[config.mk]
export PLATFORM = sky130hd
export DESIGN_NAME = vga_sync_receiver
export DESIGN_NICKNAME = d
export VERILOG_FILES = /design/src/rtl/vga_timing_pkg.sv /design/src/rtl/sync_edge_detect.sv /design/src/rtl/vga_sync_receiver.sv
export SDC_FILE = /design/constraint.sdc
export NUM_CORES = 1
export LEC_CHECK = 0
export ABC_AREA = 1
export CAP_MARGIN = 20
export CORE_MARGIN = 2
export CORE_UTILIZATION = 50
export CTS_CLUSTER_DIAMETER = 40
export DETAILED_ROUTE_END_ITERATION = 8
export GPL_TIMING_DRIVEN = 0
export PLACE_DENSITY = 0.69
export SYNTH_ARGS = -nofsm -noshare
export SYNTH_HDL_FRONTEND = slang
export SYNTH_HIERARCHICAL = 1
export SYNTH_SLANG_ARGS = --single-unit
export TNS_END_PERCENT = 20
[constraint.sdc]
create_clock -name clk -period 5.95 [get_ports clk]
set_input_delay 0.595 -clock clk [delete_from_list [all_inputs] [get_ports clk]]
set_output_delay 0.595 -clock clk [all_outputs]
set_load 0.02 [all_outputs]
[src/rtl/vga_timing_pkg.sv]
// 640x480@60 timing constants and receiver state encoding, shared by the VGA
// timing generator and the sync receiver.
package vga_timing_pkg;

  localparam int unsigned H_ACTIVE    = 640;
  localparam int unsigned H_SYNC      = 96;
  localparam int unsigned H_BP        = 48;
  localparam int unsigned H_TOTAL     = 800;
  localparam int unsigned V_ACTIVE    = 480;
  localparam int unsigned V_SYNC      = 2;
  localparam int unsigned V_BP        = 33;
  localparam int unsigned V_TOTAL     = 525;
  localparam int unsigned LOCK_FRAMES = 2;

  localparam int unsigned HcWidth  = 11;
  localparam int unsigned VcWidth  = 10;
  localparam int unsigned ErrWidth = 8;

  typedef enum logic [1:0] {
    StSearch,
    StCheck,
    StLocked
  } sync_state_e;

  function automatic logic [ErrWidth-1:0] sat_inc_err(input logic [ErrWidth-1:0] v);
    return (v == {ErrWidth{1'b1}}) ? v : v + 1'b1;
  endfunction

endpackage

[src/rtl/sync_edge_detect.sv]
// Two-flop synchroniser for an active-low sync input, with a falling-edge
// strobe that is only evaluated on pixel-enable cycles.
module sync_edge_detect (
  input  logic clk,
  input  logic rst,
  input  logic pix_en,
  input  logic sig_i,
  output logic fall_o
);

  logic meta_q;
  logic sync_q;
  logic prev_q, prev_d;

  always_comb begin
    prev_d = prev_q;
    if (pix_en) begin
      prev_d = sync_q;
    end
  end

  // Idle level of the sync lines is high, so reset to 1 to avoid a false edge.
  always_ff @(posedge clk or negedge rst) begin
    if (!rst) begin
      meta_q <= 1'b1;
      sync_q <= 1'b1;
      prev_q <= 1'b1;
    end else begin
      meta_q <= sig_i;
      sync_q <= meta_q;
      prev_q <= prev_d;
    end
  end

  assign fall_o = pix_en & prev_q & ~sync_q;

endmodule

[src/rtl/vga_sync_receiver.sv]
// Recovers pixel coordinates and frame markers from Hsync/Vsync, and checks
// line/frame lengths against the expected timing to report lock and errors.
module vga_sync_receiver #(
  parameter int unsigned H_ACTIVE    = vga_timing_pkg::H_ACTIVE,
  parameter int unsigned H_SYNC      = vga_timing_pkg::H_SYNC,
  parameter int unsigned H_BP        = vga_timing_pkg::H_BP,
  parameter int unsigned H_TOTAL     = vga_timing_pkg::H_TOTAL,
  parameter int unsigned V_ACTIVE    = vga_timing_pkg::V_ACTIVE,
  parameter int unsigned V_SYNC      = vga_timing_pkg::V_SYNC,
  parameter int unsigned V_BP        = vga_timing_pkg::V_BP,
  parameter int unsigned V_TOTAL     = vga_timing_pkg::V_TOTAL,
  parameter int unsigned LOCK_FRAMES = vga_timing_pkg::LOCK_FRAMES
) (
  input  logic       clk,
  input  logic       rst,
  input  logic       pix_en,
  input  logic       hsync,
  input  logic       vsync,
  output logic [9:0] x,
  output logic [8:0] y,
  output logic       active,
  output logic       frame_start,
  output logic       locked,
  output logic       err,
  output logic [7:0] err_cnt
);

  import vga_timing_pkg::*;

  localparam logic [HcWidth-1:0] HcMax      = {HcWidth{1'b1}};
  localparam logic [HcWidth-1:0] HcLostAt   = HcMax - 1'b1;
  localparam logic [HcWidth-1:0] HcLineEnd  = HcWidth'(H_TOTAL - 1);
  localparam logic [HcWidth-1:0] HcVisFirst = HcWidth'(H_SYNC + H_BP);
  localparam logic [HcWidth-1:0] HcVisLast  = HcWidth'(H_SYNC + H_BP + H_ACTIVE - 1);
  localparam logic [VcWidth-1:0] VcFrameEnd = VcWidth'(V_TOTAL - 1);
  localparam logic [VcWidth-1:0] VcVisFirst = VcWidth'(V_SYNC + V_BP);
  localparam logic [VcWidth-1:0] VcVisLast  = VcWidth'(V_SYNC + V_BP + V_ACTIVE - 1);
  localparam logic [3:0]         GoodTarget = 4'(LOCK_FRAMES);

  logic h_fall;
  logic v_fall;

  sync_edge_detect u_hsync_edge (
    .clk    (clk),
    .rst    (rst),
    .pix_en (pix_en),
    .sig_i  (hsync),
    .fall_o (h_fall)
  );

  sync_edge_detect u_vsync_edge (
    .clk    (clk),
    .rst    (rst),
    .pix_en (pix_en),
    .sig_i  (vsync),
    .fall_o (v_fall)
  );

  logic [HcWidth-1:0]  hc_q, hc_d;
  logic [VcWidth-1:0]  vc_q, vc_d;
  sync_state_e         state_q, state_d;
  logic [3:0]          good_q, good_d;
  logic                skip_q, skip_d;
  logic [ErrWidth-1:0] err_cnt_q, err_cnt_d;
  logic                err_q, err_d;
  logic                fs_q, fs_d;
  logic                locked_q, locked_d;
  logic                active_q, active_d;
  logic [9:0]          x_q, x_d;
  logic [8:0]          y_q, y_d;

  logic line_bad;
  logic frame_bad;
  logic sync_lost;
  logic mismatch;

  // Pixel and line counters; the vsync edge wins over a coincident hsync edge.
  always_comb begin
    hc_d = hc_q;
    vc_d = vc_q;
    if (pix_en) begin
      if (h_fall) begin
        hc_d = '0;
      end else if (hc_q != HcMax) begin
        hc_d = hc_q + 1'b1;
      end
      if (v_fall) begin
        vc_d = '0;
      end else if (h_fall) begin
        vc_d = vc_q + 1'b1;
      end
    end
  end

  always_comb begin
    state_d   = state_q;
    good_d    = good_q;
    skip_d    = skip_q;
    line_bad  = 1'b0;
    frame_bad = 1'b0;
    // Sync loss is flagged once, on the sample that drives hc into saturation.
    sync_lost = pix_en && !h_fall && (hc_q == HcLostAt);

    if (state_q != StSearch) begin
      if (h_fall) begin
        if (skip_q) begin
          skip_d = 1'b0;
        end else begin
          line_bad = (hc_q != HcLineEnd);
        end
      end
      frame_bad = v_fall && (vc_q != VcFrameEnd);
    end

    mismatch = line_bad | frame_bad | sync_lost;

    if (mismatch) begin
      good_d = '0;
      if (v_fall) begin
        state_d = StCheck;
        skip_d  = 1'b1;
      end else begin
        state_d = StSearch;
      end
    end else if (v_fall) begin
      case (state_q)
        StSearch: begin
          state_d = StCheck;
          good_d  = '0;
          skip_d  = 1'b1;
        end
        StCheck: begin
          good_d = good_q + 1'b1;
          if (good_d == GoodTarget) begin
            state_d = StLocked;
          end
        end
        default: begin
          state_d = state_q;
        end
      endcase
    end
  end

  // Outputs reflect the post-sample counter and state values.
  always_comb begin
    err_cnt_d = err_cnt_q;
    if (mismatch) begin
      err_cnt_d = sat_inc_err(err_cnt_q);
    end
    err_d    = mismatch;
    fs_d     = v_fall && (state_q == StLocked) && (state_d == StLocked);
    locked_d = (state_d == StLocked);
    active_d = locked_d &&
               (hc_d >= HcVisFirst) && (hc_d <= HcVisLast) &&
               (vc_d >= VcVisFirst) && (vc_d <= VcVisLast);
    x_d = '0;
    y_d = '0;
    if (active_d) begin
      x_d = 10'(hc_d - HcVisFirst);
      y_d = 9'(vc_d - VcVisFirst);
    end
  end

  always_ff @(posedge clk or negedge rst) begin
    if (!rst) begin
      hc_q      <= '0;
      vc_q      <= '0;
      state_q   <= StSearch;
      good_q    <= '0;
      skip_q    <= 1'b0;
      err_cnt_q <= '0;
      err_q     <= 1'b0;
      fs_q      <= 1'b0;
      locked_q  <= 1'b0;
      active_q  <= 1'b0;
      x_q       <= '0;
      y_q       <= '0;
    end else begin
      hc_q      <= hc_d;
      vc_q      <= vc_d;
      state_q   <= state_d;
      good_q    <= good_d;
      skip_q    <= skip_d;
      err_cnt_q <= err_cnt_d;
      err_q     <= err_d;
      fs_q      <= fs_d;
      locked_q  <= locked_d;
      active_q  <= active_d;
      x_q       <= x_d;
      y_q       <= y_d;
    end
  end

  assign x           = x_q;
  assign y           = y_q;
  assign active      = active_q;
  assign frame_start = fs_q;
  assign locked      = locked_q;
  assign err         = err_q;
  assign err_cnt     = err_cnt_q;

endmodule

==> results.cfg, run 1 <==
[status]
outcome = finished clean

[global_route]
antenna_found_initial = 0
grt_pass1_wl_mm = 12.6
grt_usage_pct = 18.9
grt-ovfl-total = 0
grt_pass1_vias = 2819
grt_max_degree = 66

[logic_synthesis]
ys_seq_area_share_pct = 43.6
synth_edf_count = 0
ys_ff_latch = 65
syn_area_um2 = 3750
syn_inst = 447
synth_area_per_cell_um2 = 8.39
ys.warnings.count = 6
synth_ff_type = dfrtp_1
synth.distinct_cells = 36
syn_nets = 464
async_reset_ff_share_pct = 100

[clocking]
clk_path_buf_depth = 2
clkSinkCount = 65
cts_buffers = 9
cts_tree = done
holdBufCountCts = 0
cts_setup_buffers = 0
post_cts_resized = 0
root_buffer = clkbuf_8
htreeDepth = 3
clk-insertion-delay-late_ps = 360
clk_pin_slew_ps = 70

[critical_path]
required_ps = 6190
end_kind = flop
slowest_stage = clkdlybuf4s50_1
path_delay_family = simple AND/OR/NAND/NOR gates
ff2ff_path_depth = 16
rr_endpoint = y[8]
startpoint_type = primary input
cp-startpoint = pix_en
critPathBufInv = 4
r2r_start = u_hsync_edge/prev_q
rrSetupSlack_ps = 2800
path_class = primary input to flop
cp_data_arrival_time_ps = 3730
cp_common_cell = nor2_2
critPathMaxFanout = 10
cp_cell_sequence = clkdlybuf4s50_1 -> nand2_1 -> nor2_1 -> nand2_4 -> o21ai_2 -> o21bai_1 -> inv_1 -> ha_1 -> inv_1 -> nand3_2 -> o21ai_2 -> nand3_1 -> nor2_2 -> nor2_2 -> nand3_2 -> buf_6 -> nor2_2
critPathMaxStageDelay_ps = 610

[placed_design]
post-place-cells = 581
gp_congestion = 0.829
dp_hpwl_mm = 5.11
place_ws_ps = 2050
placed_area_um2 = 4220
io_buffers = 35

[power]
power_density_nw_per_um2 = 324
power.leakage_nw = 2.27
ir_drop_mv = 0.144

[sta]
hold_violations = 0
fin_skew_ps = 17.2
setup_tns_ps = 0
slew_headroom_pct = 46.4
period_needed_ps = 3500
fin_crit_sh_pct = 58.8
worst_slew_pin_slew_ps = 804
rsz0062_at_grt = no
finalWorstSetupSlack_ps = 2450
maxSlewViolCount = 0
setup_violations = 0
fmax_mhz = 286

[floorplanning]
io_pins = 36
dieHeight_um = 90.6
core_area_um2 = 7250
num_rows = 31
dieArea_um2 = 8210
die_w_um = 90.6
start_util_pct = 51.7

[routing]
vias = 2852
ant_nets = 0
drc_errors = 0
wirelength_mm = 7.04
wl_per_cell_um = 11.8
drt_iter0_markers = 147
drt-pass1-iter-count = 4
viasPerCell = 4.78

[cells_and_area]
drive_above_1_share_pct = 21.3
multi_input_area_um2 = 1780
most-common-layout-cells = nand2_1 (97), inv_1 (66), dfrtp_1 (59)
num-fill-cells = 640
area_delta_synth_final_pct = 17.6
diodes = 0
final_cells = 597
seq_area_um2 = 1630
layout_commonest_cell = nand2_1
fin_area_um2 = 4410
fin_nets = 510

[worst_hold_path]
hp-class = primary input to async pin

[run]
max_cap_viol_count = 0
state kept, by name (all words and copies together) (netlist names), 2 cells and up:
register,cells
vc_q,10
y,9
x,10
err_cnt,8
good_q,4
state_q,2
hc_q,11
Yosys cell counts (2+ instances only):
master / n / area [um^2]
nand2_1: 97 / 364
inv_1: 66 / 248
dfrtp_1: 59 / 1480
nand3_1: 39 / 195
nor2_1: 30 / 113
nor2_2: 26 / 163
xor2_1: 15 / 131
nand2_2: 13 / 81.3
ha_1: 12 / 150
nand3_2: 12 / 120
nand4_1: 12 / 75.1
inv_2: 8 / 30.0
o21ai_0: 8 / 40.0
dfstp_2: 6 / 158
nor3_1: 5 / 25.0
a21oi_1: 4 / 20.0
nor2_4: 4 / 45.0
buf_6: 3 / 33.8
nand2_4: 3 / 33.8
nor2_8: 3 / 60.1
o21bai_1: 3 / 22.5
xnor2_1: 3 / 26.3
o21ai_1: 2 / 10.0
o21ai_2: 2 / 17.5
power breakdown:
group          total, mW  switching, mW  internal, mW
Combinational      0.488          0.309         0.179
Sequential         0.590         0.0769         0.513
Clock              0.352          0.177         0.175
layout make-up:
cell class / instances / area share (%)
Clock inverter: 5 / 0.851
Clock buffer: 11 / 3.43
Buffer: 5 / 1.05
Tap cell: 99 / 2.81
Sequential cell: 65 / 37.0
Timing Repair Buffer: 35 / 7.89
Inverter: 76 / 6.55
Multi-Input combinational cell: 301 / 40.4
worst reg2reg max path, delay by kind of cell, from the launching register on:
family          cells  cell delay [ps]
compound gates      3              560
fa+ha+maj           1              220
flops               1              540
buf+inv             3              420
simple gates        9             1300
through the flow:
step	total power, mW	hold slack [ps]	utilization, %
after detailed placement	1.08	349	58.2
after floorplan	0.961	299	-
final	1.43	313	60.8
after global placement	1.07	347	58.2
after global routing	1.54	366	60.8
after CTS	1.44	361	60.8
worst max path at each step:
stage               slack, ps    to  cells past startpoint
floorplan                3150  x[6]                     16
global placement         2070  x[8]                     17
detailed placement       2050  x[4]                     17
CTS                      2420  x[2]                     17
global route             2150  x[2]                     17
finish                   2450  y[8]                     17
per-layer routing:
| layer | wire length, um | share of wire, % | GRT usage (%) | vias up |
|---|---|---|---|---|
| met3 | 204 | 2.9 | 3.92 | 11 |
| met5 | 0 | 0 | 0 | - |
| met1 | 3430 | 49 | 25.4 | 1318 |
| met4 | 121 | 1.7 | 8.59 | 0 |
| met2 | 3290 | 47 | 29.5 | 37 |
| li1 | - | - | - | 1486 |
kinds of logic after synthesis:
| group | Yosys count | synth area share, % |
|---|---|---|
| DFF | 65 | 43.6 |
| xor gates and xnor gates | 18 | 4.20 |
| adders and majority gates | 12 | 4.00 |
| and+or+nand+nor | 249 | 35.5 |
| AOI/OAI and AO/OA | 22 | 3.80 |
| buffers and inverters | 81 | 8.94 |
Power figures use the tool's default switching activity.
==> run 2, diff against run 1 <==
==> constraint.sdc (replaced) <==
create_clock -name clk -period 3.65 [get_ports clk]
set_input_delay 0.365 -clock clk [delete_from_list [all_inputs] [get_ports clk]]
set_output_delay 0.365 -clock clk [all_outputs]
set_load 0.02 [all_outputs]
==> results of run 2 <==
The final DEF is identical to that of run 1. Status: finished clean.
Among the figures that moved: setup slack after placement 2050 ps -> -22.2 ps; setup slack after layout 2450 ps -> 383 ps; hold slack 313 ps -> 83.4 ps; register-to-register setup slack 2800 ps -> 500 ps; total power 1.43 mW -> 2.33 mW; worst IR drop on VDD 0.144 mV -> 0.235 mV
==> run 3, diff against run 2 <==
--- a/config.mk
+++ b/config.mk
@@ -8,11 +8,11 @@
 export ABC_AREA = 1
 export CAP_MARGIN = 20
 export CORE_MARGIN = 2
-export CORE_UTILIZATION = 50
+export CORE_UTILIZATION = 30
 export CTS_CLUSTER_DIAMETER = 40
 export DETAILED_ROUTE_END_ITERATION = 8
 export GPL_TIMING_DRIVEN = 0
-export PLACE_DENSITY = 0.69
+export PLACE_DENSITY = 0.45
 export SYNTH_ARGS = -nofsm -noshare
 export SYNTH_HDL_FRONTEND = slang
 export SYNTH_HIERARCHICAL = 1
==> run 3 against run 2 <==
Net effect:
- register-to-register slack improved by 90 ps
- critical path type unchanged
- via count increased by 0.32%
- critical path depth unchanged
- non-clock buffer count unchanged
- count of clock-buffer cells in the layout increased by 3
- fmax increased by 1.8%
- die area increased by 63%
- clock skew decreased by 11 ps
- first-iteration DRC count increased by 11%
- sequential share of layout area decreased by 1.6 points
- largest cell class unchanged
- combinational power about the same
==> results.cfg, run 3 (synthesized netlist as in run 1, its figures left out) <==
[status]
outcome = finished clean

[cells_and_area]
area_delta_synth_final_pct = 22.8
seq_area_um2 = 1630
final_util_pct = 38.0
diodes = 0
regMostFlops = hc_q
drive_above_1_share_pct = 21.3
most-common-layout-cells = nand2_1 (97), inv_1 (66), dfrtp_1 (59)
layout_commonest_cell = nand2_1
num-fill-cells = 1260
fin_nets = 510
fin_area_um2 = 4600
multi_input_area_um2 = 1780
largest_reg_flops = 11

[critical_path]
path_class = primary input to flop
slowest_stage = clkdlybuf4s50_1
cp_common_cell = nor2_2
required_ps = 3880
rrSetupSlack_ps = 590
ff2ff_path_depth = 16
startpoint_type = primary input
end_kind = flop
cp_cell_sequence = clkdlybuf4s50_1 -> nand2_1 -> nor2_2 -> nand2_4 -> o21ai_2 -> o21bai_1 -> inv_1 -> ha_1 -> inv_1 -> nand3_2 -> o21ai_2 -> nand3_1 -> nor2_2 -> nor2_2 -> nand3_2 -> buf_6 -> nor2_2
critPathMaxFanout = 10
critPathMaxStageDelay_ps = 600
cp_data_arrival_time_ps = 3440

[global_route]
grt_usage_pct = 12.9
grt_max_degree = 66
grt_pass1_vias = 2797
grt_pass1_wl_mm = 13.3
grt-ovfl-total = 0
antenna_found_initial = 0

[sta]
slew_headroom_pct = 44.0
worst_slew_pin_slew_ps = 840
setup_violations = 0
fin_skew_ps = 6.22
fmax_mhz = 312
rsz0062_at_grt = no
setup_tns_ps = 0
hold_violations = 0
fin_crit_sh_pct = 87.9
period_needed_ps = 3210
hold_slack_ps = 136
maxSlewViolCount = 0

[clocking]
root_buffer = clkbuf_16
clk_path_buf_depth = 2
cts_buffers = 9
htreeDepth = 3
cts_setup_buffers = 0
post_cts_resized = 0
clk_pin_slew_ps = 50
holdBufCountCts = 0
clkSinkCount = 65
clk-insertion-delay-late_ps = 340
cts_tree = done

[floorplanning]
dieHeight_um = 116
num_rows = 40
die_w_um = 116
start_util_pct = 31.0
core_area_um2 = 12100
dieArea_um2 = 13400
io_pins = 36

[run]
max_cap_viol_count = 0

[routing]
drt-pass1-iter-count = 4
wl_per_cell_um = 11.5
wirelength_mm = 7.65
vias = 2861
drt_iter0_markers = 163
drc_errors = 0
viasPerCell = 4.30
ant_nets = 0

[power]
power.leakage_nw = 2.33
ir_drop_mv = 0.193
power_density_nw_per_um2 = 565
power_mw = 2.60

[worst_hold_path]
hp-class = primary input to async pin

[placed_design]
placed_area_um2 = 4310
dp_hpwl_mm = 5.55
gp_congestion = 0.814
io_buffers = 35
run 3: cell types whose count changed in the layout (fill, tap and decap cells not counted), sizes merged:
cell | previous run | this run
inv | 76 | 75
clkbuf | 12 | 15
clkinvlp | 2 | 0
run 3: critical path: cells and delay by family:
kind | cells | cell delay [ps]
AOI/OAI and AO/OA | 3 | 570
adders and majority gates | 1 | 220
and+or+nand+nor | 9 | 1230
buffers and inverters | 4 | 1050
run 3: routing by layer:
layer	wire length [um]	track usage, %	vias up
met5	0	0	-
met1	3830	17.1	1322
met4	163	5.95	0
met2	3350	19.3	38
met3	308	3.87	11
li1	-	-	1490
run 3: per-stage QoR:
stage / instances / worst slack (ps)
after floorplan: 447 / 932
after global placement: 650 / -192
after detailed placement: 650 / -203
after CTS: 666 / 146
after global routing: 666 / 128
final: 666 / 442
run 3: power breakdown:
group	total [mW]	internal (mW)	switching (mW)
Combinational	0.795	0.292	0.503
Clock	0.841	0.531	0.310
Sequential	0.964	0.838	0.125
Total	2.60	1.66	0.938
run 3: path summary, 6_finish.rpt:
path / startpoint / end
setup reg to reg: u_hsync_edge/prev_q / x[7]
min in group clk: u_vsync_edge/meta_q / u_vsync_edge/sync_q
hold reg to reg: u_vsync_edge/meta_q / u_vsync_edge/sync_q
hold / removal: rst / good_q[1]
setup / recovery: pix_en / x[7]
max in group asynchronous: rst / y[3]
run 3: layout make-up:
| type | count | share of cell area (%) |
|---|---|---|
| Clock inverter | 2 | 0.217 |
| Inverter | 76 | 6.28 |
| Multi-Input combinational cell | 301 | 38.7 |
| Buffer | 5 | 1.01 |
| Sequential cell | 65 | 35.5 |
| Tap cell | 168 | 4.57 |
| Timing Repair Buffer | 35 | 7.55 |
| Clock buffer | 14 | 6.17 |
